<file path="src/rtl/ibex_id_scoreboard_if.sv">
// ID-stage issue handshake and LSU completion signals seen by the load scoreboard.
// Signal names keep the scoreboard-side _i/_o suffixes for drop-in compatibility.
interface ibex_id_scoreboard_if;
    logic       id_valid_i;
    logic [4:0] id_raddr_a_i;
    logic [4:0] id_raddr_b_i;
    logic       id_re_a_i;
    logic       id_re_b_i;
    logic [4:0] id_waddr_i;
    logic       id_we_i;
    logic       id_is_load_i;
    logic       ex_ready_i;
    logic       flush_i;
    logic       lsu_valid_i;
    logic       stall_o;
    logic       id_issue_o;

    modport slave (
        input  id_valid_i, id_raddr_a_i, id_raddr_b_i, id_re_a_i, id_re_b_i,
               id_waddr_i, id_we_i, id_is_load_i, ex_ready_i, flush_i, lsu_valid_i,
        output stall_o, id_issue_o
    );

    modport master (
        output id_valid_i, id_raddr_a_i, id_raddr_b_i, id_re_a_i, id_re_b_i,
               id_waddr_i, id_we_i, id_is_load_i, ex_ready_i, flush_i, lsu_valid_i,
        input  stall_o, id_issue_o
    );
endinterface

</file>
<file path="src/rtl/ibex_id_scoreboard.sv">
// Load-use scoreboard: tracks destination registers of outstanding loads in an
// in-order FIFO and stalls ID on RAW/WAW hazards or a full load queue.
module ibex_id_scoreboard #(
    parameter int unsigned NREGS     = 32,
    parameter int unsigned LSU_DEPTH = 2
) (
    input  logic                 clk_i,
    input  logic                 rst_ni,
    ibex_id_scoreboard_if.slave  id_if,
    output logic [NREGS-1:0]     pending_o,
    output logic [2:0]           lsu_cnt_o,
    output logic                 lsu_full_o,
    output logic                 underflow_o
);
    localparam int unsigned     PW       = (LSU_DEPTH > 1) ? $clog2(LSU_DEPTH) : 1;
    localparam logic [PW-1:0]   PTR_LAST = PW'(LSU_DEPTH - 1);
    localparam logic [5:0]      NREGS_W  = 6'(NREGS);

    logic [4:0]       fifo_q [LSU_DEPTH];
    logic [PW-1:0]    wptr_q, wptr_d, rptr_q, rptr_d;
    logic [2:0]       cnt_q, cnt_d;
    logic [NREGS-1:0] pending_q, pending_d;
    logic             underflow_q, underflow_d;
    logic [31:0]      pend_ext, pend_ext_d;
    logic             hazard, full, stall, issue, waddr_ok, push, pop;

    // 32-bit view of the pending bits: x0 and addresses >= NREGS read as clear
    always_comb begin
        pend_ext              = '0;
        pend_ext[NREGS-1:1]   = pending_q[NREGS-1:1];
    end

    assign full   = (cnt_q == 3'(LSU_DEPTH));
    assign hazard = (id_if.id_re_a_i & pend_ext[id_if.id_raddr_a_i]) |
                    (id_if.id_re_b_i & pend_ext[id_if.id_raddr_b_i]) |
                    (id_if.id_we_i   & pend_ext[id_if.id_waddr_i]);
    assign stall  = id_if.id_valid_i &
                    (hazard | (id_if.id_is_load_i & id_if.id_we_i & full & ~id_if.lsu_valid_i));
    assign issue  = id_if.id_valid_i & ~stall & id_if.ex_ready_i & ~id_if.flush_i;

    assign waddr_ok = (id_if.id_waddr_i != 5'd0) && ({1'b0, id_if.id_waddr_i} < NREGS_W);
    assign push     = issue & id_if.id_is_load_i & id_if.id_we_i & waddr_ok;
    assign pop      = id_if.lsu_valid_i & (cnt_q != 3'd0);

    always_comb begin
        pend_ext_d = pend_ext;
        // clear before set: a same-cycle set always targets a different register
        if (pop)  pend_ext_d[fifo_q[rptr_q]] = 1'b0;
        if (push) pend_ext_d[id_if.id_waddr_i] = 1'b1;
        pending_d = pend_ext_d[NREGS-1:0];

        wptr_d = wptr_q;
        if (push) wptr_d = (wptr_q == PTR_LAST) ? '0 : wptr_q + PW'(1);
        rptr_d = rptr_q;
        if (pop)  rptr_d = (rptr_q == PTR_LAST) ? '0 : rptr_q + PW'(1);

        unique case ({push, pop})
            2'b10:   cnt_d = cnt_q + 3'd1;
            2'b01:   cnt_d = cnt_q - 3'd1;
            default: cnt_d = cnt_q;
        endcase

        underflow_d = underflow_q | (id_if.lsu_valid_i & (cnt_q == 3'd0));
    end

    always_ff @(posedge clk_i or negedge rst_ni) begin
        if (!rst_ni) begin
            for (int unsigned i = 0; i < LSU_DEPTH; i++) fifo_q[i] <= '0;
            wptr_q      <= '0;
            rptr_q      <= '0;
            cnt_q       <= '0;
            pending_q   <= '0;
            underflow_q <= 1'b0;
        end else begin
            if (push) fifo_q[wptr_q] <= id_if.id_waddr_i;
            wptr_q      <= wptr_d;
            rptr_q      <= rptr_d;
            cnt_q       <= cnt_d;
            pending_q   <= pending_d;
            underflow_q <= underflow_d;
        end
    end

    assign id_if.stall_o    = stall;
    assign id_if.id_issue_o = issue;
    assign pending_o        = pending_q;
    assign lsu_cnt_o        = cnt_q;
    assign lsu_full_o       = full;
    assign underflow_o      = underflow_q;
endmodule

</file>
<file path="src/flat_wrapper.sv">
// flat-port wrapper written by rule: the top's interface ports become plain ports
module ibex_id_scoreboard_flat 
#(
    parameter int unsigned NREGS     = 32,
    parameter int unsigned LSU_DEPTH = 2
)
  (clk_i, rst_ni, pending_o, lsu_cnt_o, lsu_full_o, underflow_o, id_if_id_valid_i, id_if_id_raddr_a_i, id_if_id_raddr_b_i, id_if_id_re_a_i, id_if_id_re_b_i, id_if_id_waddr_i, id_if_id_we_i, id_if_id_is_load_i, id_if_ex_ready_i, id_if_flush_i, id_if_lsu_valid_i, id_if_stall_o, id_if_id_issue_o);
  ibex_id_scoreboard_if id_if_i ();
  input  logic clk_i;
  input  logic rst_ni;
  output logic [NREGS-1:0] pending_o;
  output logic [2:0] lsu_cnt_o;
  output logic lsu_full_o;
  output logic underflow_o;
  input wire logic [$bits(id_if_i.id_valid_i)-1:0] id_if_id_valid_i;
  input wire logic [$bits(id_if_i.id_raddr_a_i)-1:0] id_if_id_raddr_a_i;
  input wire logic [$bits(id_if_i.id_raddr_b_i)-1:0] id_if_id_raddr_b_i;
  input wire logic [$bits(id_if_i.id_re_a_i)-1:0] id_if_id_re_a_i;
  input wire logic [$bits(id_if_i.id_re_b_i)-1:0] id_if_id_re_b_i;
  input wire logic [$bits(id_if_i.id_waddr_i)-1:0] id_if_id_waddr_i;
  input wire logic [$bits(id_if_i.id_we_i)-1:0] id_if_id_we_i;
  input wire logic [$bits(id_if_i.id_is_load_i)-1:0] id_if_id_is_load_i;
  input wire logic [$bits(id_if_i.ex_ready_i)-1:0] id_if_ex_ready_i;
  input wire logic [$bits(id_if_i.flush_i)-1:0] id_if_flush_i;
  input wire logic [$bits(id_if_i.lsu_valid_i)-1:0] id_if_lsu_valid_i;
  output wire logic [$bits(id_if_i.stall_o)-1:0] id_if_stall_o;
  output wire logic [$bits(id_if_i.id_issue_o)-1:0] id_if_id_issue_o;
  assign id_if_i.id_valid_i = id_if_id_valid_i;
  assign id_if_i.id_raddr_a_i = id_if_id_raddr_a_i;
  assign id_if_i.id_raddr_b_i = id_if_id_raddr_b_i;
  assign id_if_i.id_re_a_i = id_if_id_re_a_i;
  assign id_if_i.id_re_b_i = id_if_id_re_b_i;
  assign id_if_i.id_waddr_i = id_if_id_waddr_i;
  assign id_if_i.id_we_i = id_if_id_we_i;
  assign id_if_i.id_is_load_i = id_if_id_is_load_i;
  assign id_if_i.ex_ready_i = id_if_ex_ready_i;
  assign id_if_i.flush_i = id_if_flush_i;
  assign id_if_i.lsu_valid_i = id_if_lsu_valid_i;
  assign id_if_stall_o = id_if_i.stall_o;
  assign id_if_id_issue_o = id_if_i.id_issue_o;
  ibex_id_scoreboard #(.NREGS(NREGS), .LSU_DEPTH(LSU_DEPTH)) u_core (.clk_i(clk_i), .rst_ni(rst_ni), .id_if(id_if_i), .pending_o(pending_o), .lsu_cnt_o(lsu_cnt_o), .lsu_full_o(lsu_full_o), .underflow_o(underflow_o));
endmodule
</file>
<file path="config.mk">
export PLATFORM = sky130hd
export DESIGN_NAME = ibex_id_scoreboard_flat
export DESIGN_NICKNAME = d
export VERILOG_FILES = /design/src/rtl/ibex_id_scoreboard_if.sv /design/src/rtl/ibex_id_scoreboard.sv /design/src/flat_wrapper.sv
export SDC_FILE = /design/constraint.sdc
export NUM_CORES = 1
export LEC_CHECK = 0
export BUFFER_PORTS_ARGS = -buffer_cell sky130_fd_sc_hd__buf_2
export CAP_MARGIN = 30
export CORE_MARGIN = 3
export CORE_UTILIZATION = 40
export DETAILED_ROUTE_END_ITERATION = 16
export SLEW_MARGIN = 0
export SYNTH_ARGS = -nofsm -noshare
export SYNTH_HDL_FRONTEND = slang
export SYNTH_SLANG_ARGS = --single-unit
</file>
<file path="constraint.sdc">
create_clock -name clk_i -period 2.9 [get_ports clk_i]
set_clock_uncertainty 0.05 [all_clocks]
set_input_delay 0.29 -clock clk_i [delete_from_list [all_inputs] [get_ports clk_i]]
set_output_delay 0.29 -clock clk_i [all_outputs]
set_load 0.01 [all_outputs]
</file>
## After elaboration in Yosys (flattened, before gate mapping)

Index checks and enable logic that the tools add are counted.

| operators by class | value |
|---|---|
| mux-type cells | 21 |
| $lt $le $gt $ge | 9 |
| add/subtract/negate cells | 4 |
| bitwise gates (word level) | 27 |
| equal/unequal tests | 3 |
| reduce and logical (&&, ||, !) cells | 7 |

Operators by type and width:

| operator | count |
|---|---|
| $mux 32 | 2 |
| $and 32x32->32 | 1 |
| $not 32->32 | 1 |
| $or 32x32->32 | 1 |
| $lt 5x6->1 const B | 4 |
| $mux 5 | 4 |
| $and 1x1->1 | 15 |
| $bmux 1 s5 | 3 |
| $bwmux 10 | 1 |
| $demux 1 s5 | 2 |
| $ge 5x1->1 const B | 2 |
| $mux 1 | 7 |
| $pmux 3 s2 | 1 |
| $demux 5 s1 | 1 |
| $reduce_bool 5->1 | 1 |
| $ge 2x2->1 const B | 2 |
| $not 1->2 | 2 |
| $or 1x1->1 | 4 |
| $add 3x1->3 const B | 1 |
| $eq 3x2->1 const B | 1 |
| $logic_and 1x1->1 | 3 |
| $logic_not 3->1 | 1 |
| $not 1->1 | 3 |
| $reduce_bool 3->1 | 1 |
| 6 further kinds | 7 |

| word-level totals | value |
|---|---|
| output and inout bits | 39 |
| logic and storage cells | 78 |
| register bits | 48 |
| input bits | 25 |

## Depth between registers and ports, before layout

| logic depth | value |
|---|---|
| depth in word-level cells | 16 |
| depth in mapped cells | 14 |
| depth with buffers taken out | 12 |

## Worst setup path before layout

Ideal clock, no wire load.

| path | value |
|---|---|
| path kind | input to register |
| start point | input id_if_id_raddr_a_i[1] |
| end point | register u_core.cnt_q[2], in the netlist u_core.lsu_cnt_o[2] |
| path buffers | 1 |
| path slack | 0.139 ns |
| stages on the path | 13 |
| arrival | 2.583 ns |
| library setup time | 0.128 ns |
| cell sequence | buf_2 > mux2_2 > a221oi_1 > o221ai_1 > o211ai_4 > o2111ai_4 > nand2b_1 > ha_1 > inv_1 > fa_1 > xor2_1 > nor2_1 > xor2_1 |

| on the way | value |
|---|---|
| word-level cells in the longest chain between the ends | 16 |

Ends and longest elaborated chain:

| what | RTL line | text |
|---|---|---|
| from (decl) | flat_wrapper.sv:16 | `input wire logic [$bits(id_if_i.id_raddr_a_i)-1:0] id_if_id_raddr_a_i;` |
| $bmux 1 s5 * | ibex_id_scoreboard.sv:34 | `assign hazard = (id_if.id_re_a_i & pend_ext[id_if.id_raddr_a_i]) \|` |
| $mux 1 (not written as such) * | ibex_id_scoreboard.sv:34 |  |
| $and 1x1->1 * | ibex_id_scoreboard.sv:34 |  |
| $or 1x1->1 * | ibex_id_scoreboard.sv:34 |  |
| $or 1x1->1 * | ibex_id_scoreboard.sv:35 | `(id_if.id_re_b_i & pend_ext[id_if.id_raddr_b_i]) \|` |
| $or 1x1->1 * | ibex_id_scoreboard.sv:38 | `(hazard \| (id_if.id_is_load_i & id_if.id_we_i & full & ~id_if.lsu_valid_i));` |
| $and 1x1->1 * | ibex_id_scoreboard.sv:37 | `assign stall = id_if.id_valid_i &` |
| $not 1->1 * | ibex_id_scoreboard.sv:39 | `assign issue = id_if.id_valid_i & ~stall & id_if.ex_ready_i & ~id_if.flush_i;` |
| $and 1x1->1 * (3 in a row) | ibex_id_scoreboard.sv:39 |  |
| $and 1x1->1 * (3 in a row) | ibex_id_scoreboard.sv:42 | `assign push = issue & id_if.id_is_load_i & id_if.id_we_i & waddr_ok;` |
| $eq 2x1->1 / $eq 2x2->1 (equally long branches) | ibex_id_scoreboard.sv:57 | `unique case ({push, pop})` |
| $pmux 3 s2 / $reduce_bool 2->1 (equally long branches) | -- |  |
| to (signal assigned) | ibex_id_scoreboard.sv:78 | `cnt_q <= cnt_d;` |
| to (decl) | ibex_id_scoreboard.sv:21 | `logic [2:0] cnt_q, cnt_d;` |

Mark *: on every way between the ends. The rest lies on a longest branch, timed or not. The select of a mux whose other input is x is not followed.
A chain may end at the register's enable or synchronous reset.

## Final worst setup path

| path | value |
|---|---|
| start point | register u_core.pending_q[31], in the netlist u_core.pending_o[31] |
| end point | output id_if_id_issue_o |

| on the way | value |
|---|---|
| word-level cells in the longest chain between the ends | 11 |

Ends and longest elaborated chain:

| what | RTL line | text |
|---|---|---|
| from (decl) | ibex_id_scoreboard.sv:22 | `logic [NREGS-1:0] pending_q, pending_d;` |
| from (signal assigned) | ibex_id_scoreboard.sv:79 | `pending_q <= pending_d;` |
| $bmux 1 s5, on equally long branches | ibex_id_scoreboard.sv:34, ibex_id_scoreboard.sv:35 |  |
| $mux 1, on equally long branches | ibex_id_scoreboard.sv:34, ibex_id_scoreboard.sv:35 |  |
| $and 1x1->1, on equally long branches | ibex_id_scoreboard.sv:34, ibex_id_scoreboard.sv:35 |  |
| $or 1x1->1 | ibex_id_scoreboard.sv:34 |  |
| $or 1x1->1 * | ibex_id_scoreboard.sv:35 |  |
| $or 1x1->1 * | ibex_id_scoreboard.sv:38 |  |
| $and 1x1->1 * | ibex_id_scoreboard.sv:37 |  |
| $not 1->1 * | ibex_id_scoreboard.sv:39 |  |
| $and 1x1->1 * (3 in a row) | ibex_id_scoreboard.sv:39 |  |
| to (decl) | flat_wrapper.sv:27 | `output wire logic [$bits(id_if_i.id_issue_o)-1:0] id_if_id_issue_o;` |

Marked as above.

==> results.py <==
metrics = {
    "clocking": {
        "cts_tree": "done",
        "clockBufferDepth": 2,
        "path_clk_slew_ns": 0.09,
        "htree_levels": 2,
        "cts_made_buffers": 5,
        "clock-sinks": 48,
        "root_buffer": "clkbuf_8",
        "clk-insertion-delay-late_ns": 0.31,
    },
    "floorplanning": {
        "ioPinCount": 64,
        "core.rowCount": 32,
        "die_w_um": 98.1,
        "core_um2": 7970,
        "start_util_pct": 42.6,
        "die_h_um": 98.1,
        "die_area_um2": 9630,
    },
    "sta": {
        "fmax_ghz": 0.361,
        "hold_violations": 0,
        "final.setup.worst_slack_ns": 0.126,
        "setup_tns_ns": 0,
        "whs_ns": 0.147,
        "fin_crit_ns": 2.77,
        "finalSetupViolations": 0,
        "period_share_pct": 95.6,
        "worst_pin_slew_ns": 0.546,
        "maxSlewViolCount": 0,
        "slew_headroom_pct": 63.6,
    },
    "yosys": {
        "synth_nets": 324,
        "avgSynthCellArea_um2": 11.4,
        "synth-seq-cells": 48,
        "netlist.area_leader.share_pct": 35.4,
        "ys_top_cells_by_count": "dfrtp_1, o21ai_0, nand2_1, o31ai_1",
        "synth-edff-count": 0,
        "synthTopCellsByArea": "dfrtp_1, mux4_2, o21ai_0",
        "synth.distinct_cells": 59,
        "yosysMostFrequentCell": "dfrtp_1",
        "async_flop_share_pct": 100,
        "yosys.area.top_type": "dfrtp_1",
        "syn_area_um2": 3390,
        "ys_warn_count": 0,
        "synthFlopType": "dfrtp_1",
        "ys_seq_area_share_pct": 35.4,
        "syn_inst": 297,
    },
    "global_route": {
        "overflow": 0,
        "grt_max_degree": 35,
        "grt_pass1_wl_um": 16200,
        "grt_antenna_before_repair": 0,
        "grt_pass1_vias": 2938,
        "grt_use_total_pct": 21.3,
    },
    "status": {
        "status": "complete, no violations",
    },
    "pwr": {
        "finalPower_mw": 1.95,
        "powerDensity_nw_per_um2": 478,
        "ir_worst_vdd_mv": 0.239,
        "cellLeakagePower_nw": 1.87,
    },
    "drt": {
        "dr.pass1.iters": 5,
        "detail_route.vias_per_cell": 6.07,
        "wl_per_cell_um": 20.9,
        "num_vias": 2943,
        "ant_nets": 0,
        "drc": 0,
        "finalWirelength_um": 10100,
        "drtIter0Drc": 334,
    },
    "worst_setup_path": {
        "crit_chain": "mux4_2 > a32oi_2 > nand4_2 > buf_4 > o31ai_4 > o211ai_1 > nor3_2 > buf_2",
        "crit_required_ns": 2.56,
        "start_kind": "flop",
        "crit_fanout": 4,
        "critical_path.max_stage_delay_ns": 0.50,
        "critPathSlowestCell": "mux4_2",
        "crit_type": "reg2out",
        "arrival_ns": 2.43,
        "critPathCaptureType": "primary output",
    },
    "layout": {
        "nets": 409,
        "drive_above_1_share_pct": 43.9,
        "syn_to_final_growth_pct": 20.3,
        "postLayoutCellArea_um2": 4080,
        "nFillCells": 715,
        "diodes": 0,
    },
    "placed_design": {
        "dp_hpwl_um": 7460,
        "place_ws_ns": 0.0494,
        "portBuffers": 63,
        "gp_congestion": 0.926,
        "placed_area_um2": 3880,
    },
    "flow_run": {
        "cap_viol_max_count": 0,
    },
    "worst_hold_path": {
        "worstHoldPathType": "in2reg",
    },
}
==> per-stage QoR <==
| step | cells | util [%] |
|---|---|---|
| 2_1_floorplan | 297 | - |
| 3_3_place_gp | 464 | 48.4 |
| 3_5_place_dp | 465 | 48.7 |
| 4_1_cts | 475 | 50.0 |
| 5_1_grt | 485 | 51.3 |
| 6_report | 485 | 51.3 |
==> critical path, delay by kind of cell, from the launching register on <==
family / cells / cell delay [ns]
and+or+nand+nor: 2 / 0.30
AOI/OAI and AO/OA: 3 / 0.58
muxes: 1 / 0.50
DFF: 1 / 0.45
buffers and inverters: 2 / 0.30
==> registers in the layout (all words and copies together), names as in the netlist <==
signal and flops:
u_core.pending_o 32, u_core.wptr_q 1, u_core.underflow_o 1, u_core.fifo_q 10, u_core.rptr_q 1, u_core.lsu_cnt_o 3
==> power by group <==
group / internal (mW) / switching (mW)
combinational: 0.293 / 0.356
sequential: 0.759 / 0.123
clock: 0.173 / 0.249
==> cells by family after synthesis <==
group,synth area share (%)
AO/OA/AOI/OAI,23.6
XOR/XNOR,1.03
adder cells (fa/ha/maj),0.958
buffers and inverters,5.57
flip-flops,35.4
multiplexers,21.5
other,0.110
AND/OR/NAND/NOR,11.9
==> final cells by class <==
class,instances,area (um2),share of cell area [%]
sequential,48,1210,29.7
tap,102,128,3.12
multi-input combinational,216,2020,49.4
timing repair buffer,97,586,14.3
clock inverter,3,22.5,0.551
clock buffer,5,68.8,1.69
inverter,14,52.6,1.29
==> cell usage in the layout (no fill, tap or decap), types with 2 or more instances in the layout <==
master	instances
inv_1	14
or3b_2	2
nand2b_1	7
o21ai_0	36
nor2b_1	5
nand2_1	20
a221oi_1	2
or2_2	2
mux4_2	10
xor2_1	3
o22ai_1	2
nand4_2	2
buf_4	32
clkbuf_8	5
and3_1	2
and2_1	2
nand3b_1	3
mux4_1	6
mux2i_1	14
mux2_4	10
o31ai_1	19
dfrtp_2	8
buf_2	63
o31ai_2	13
nor3_2	2
o2111ai_4	3
dfrtp_1	40
nor2_1	6
nor3_1	3
mux2_2	5
nand3_1	6
nor3b_1	2
o32ai_1	4
==> final timing paths <==
| path | startpoint | end | slack (ns) | cells after the start |
|---|---|---|---|---|
| max | u_core.pending_o[31] | id_if_id_issue_o | 0.13 | 8 |
| min | id_if_lsu_valid_i | u_core.underflow_o | 0.15 | 2 |
| max reg2reg | u_core.pending_o[30] | u_core.lsu_cnt_o[2] | 0.17 | 13 |
| min reg2reg | u_core.underflow_o | u_core.underflow_o | 0.41 | 1 |
| max in group asynchronous | rst_ni | u_core.pending_o[28] | 1.89 | 3 |
| min in group asynchronous | rst_ni | u_core.pending_o[0] | 0.38 | 2 |
==> repair_timing <==
item	CTS	global route
setup buffers	1	10
hold buffers	1	0
hold endpoints to repair	14	0
pin swaps	1	4
gates resized for setup	0	10
setup endpoints to repair	2	4
==> per-layer routing <==
metal	GRT usage, %	vias to the layer above	routed length, um
met2	32.3	144	4620
met1	31.1	1465	4570
li1	-	1321	-
met5	0	-	0
met4	5.96	0	161
met3	4.21	13	786
No activity file was read; power rests on OpenSTA's default activity.
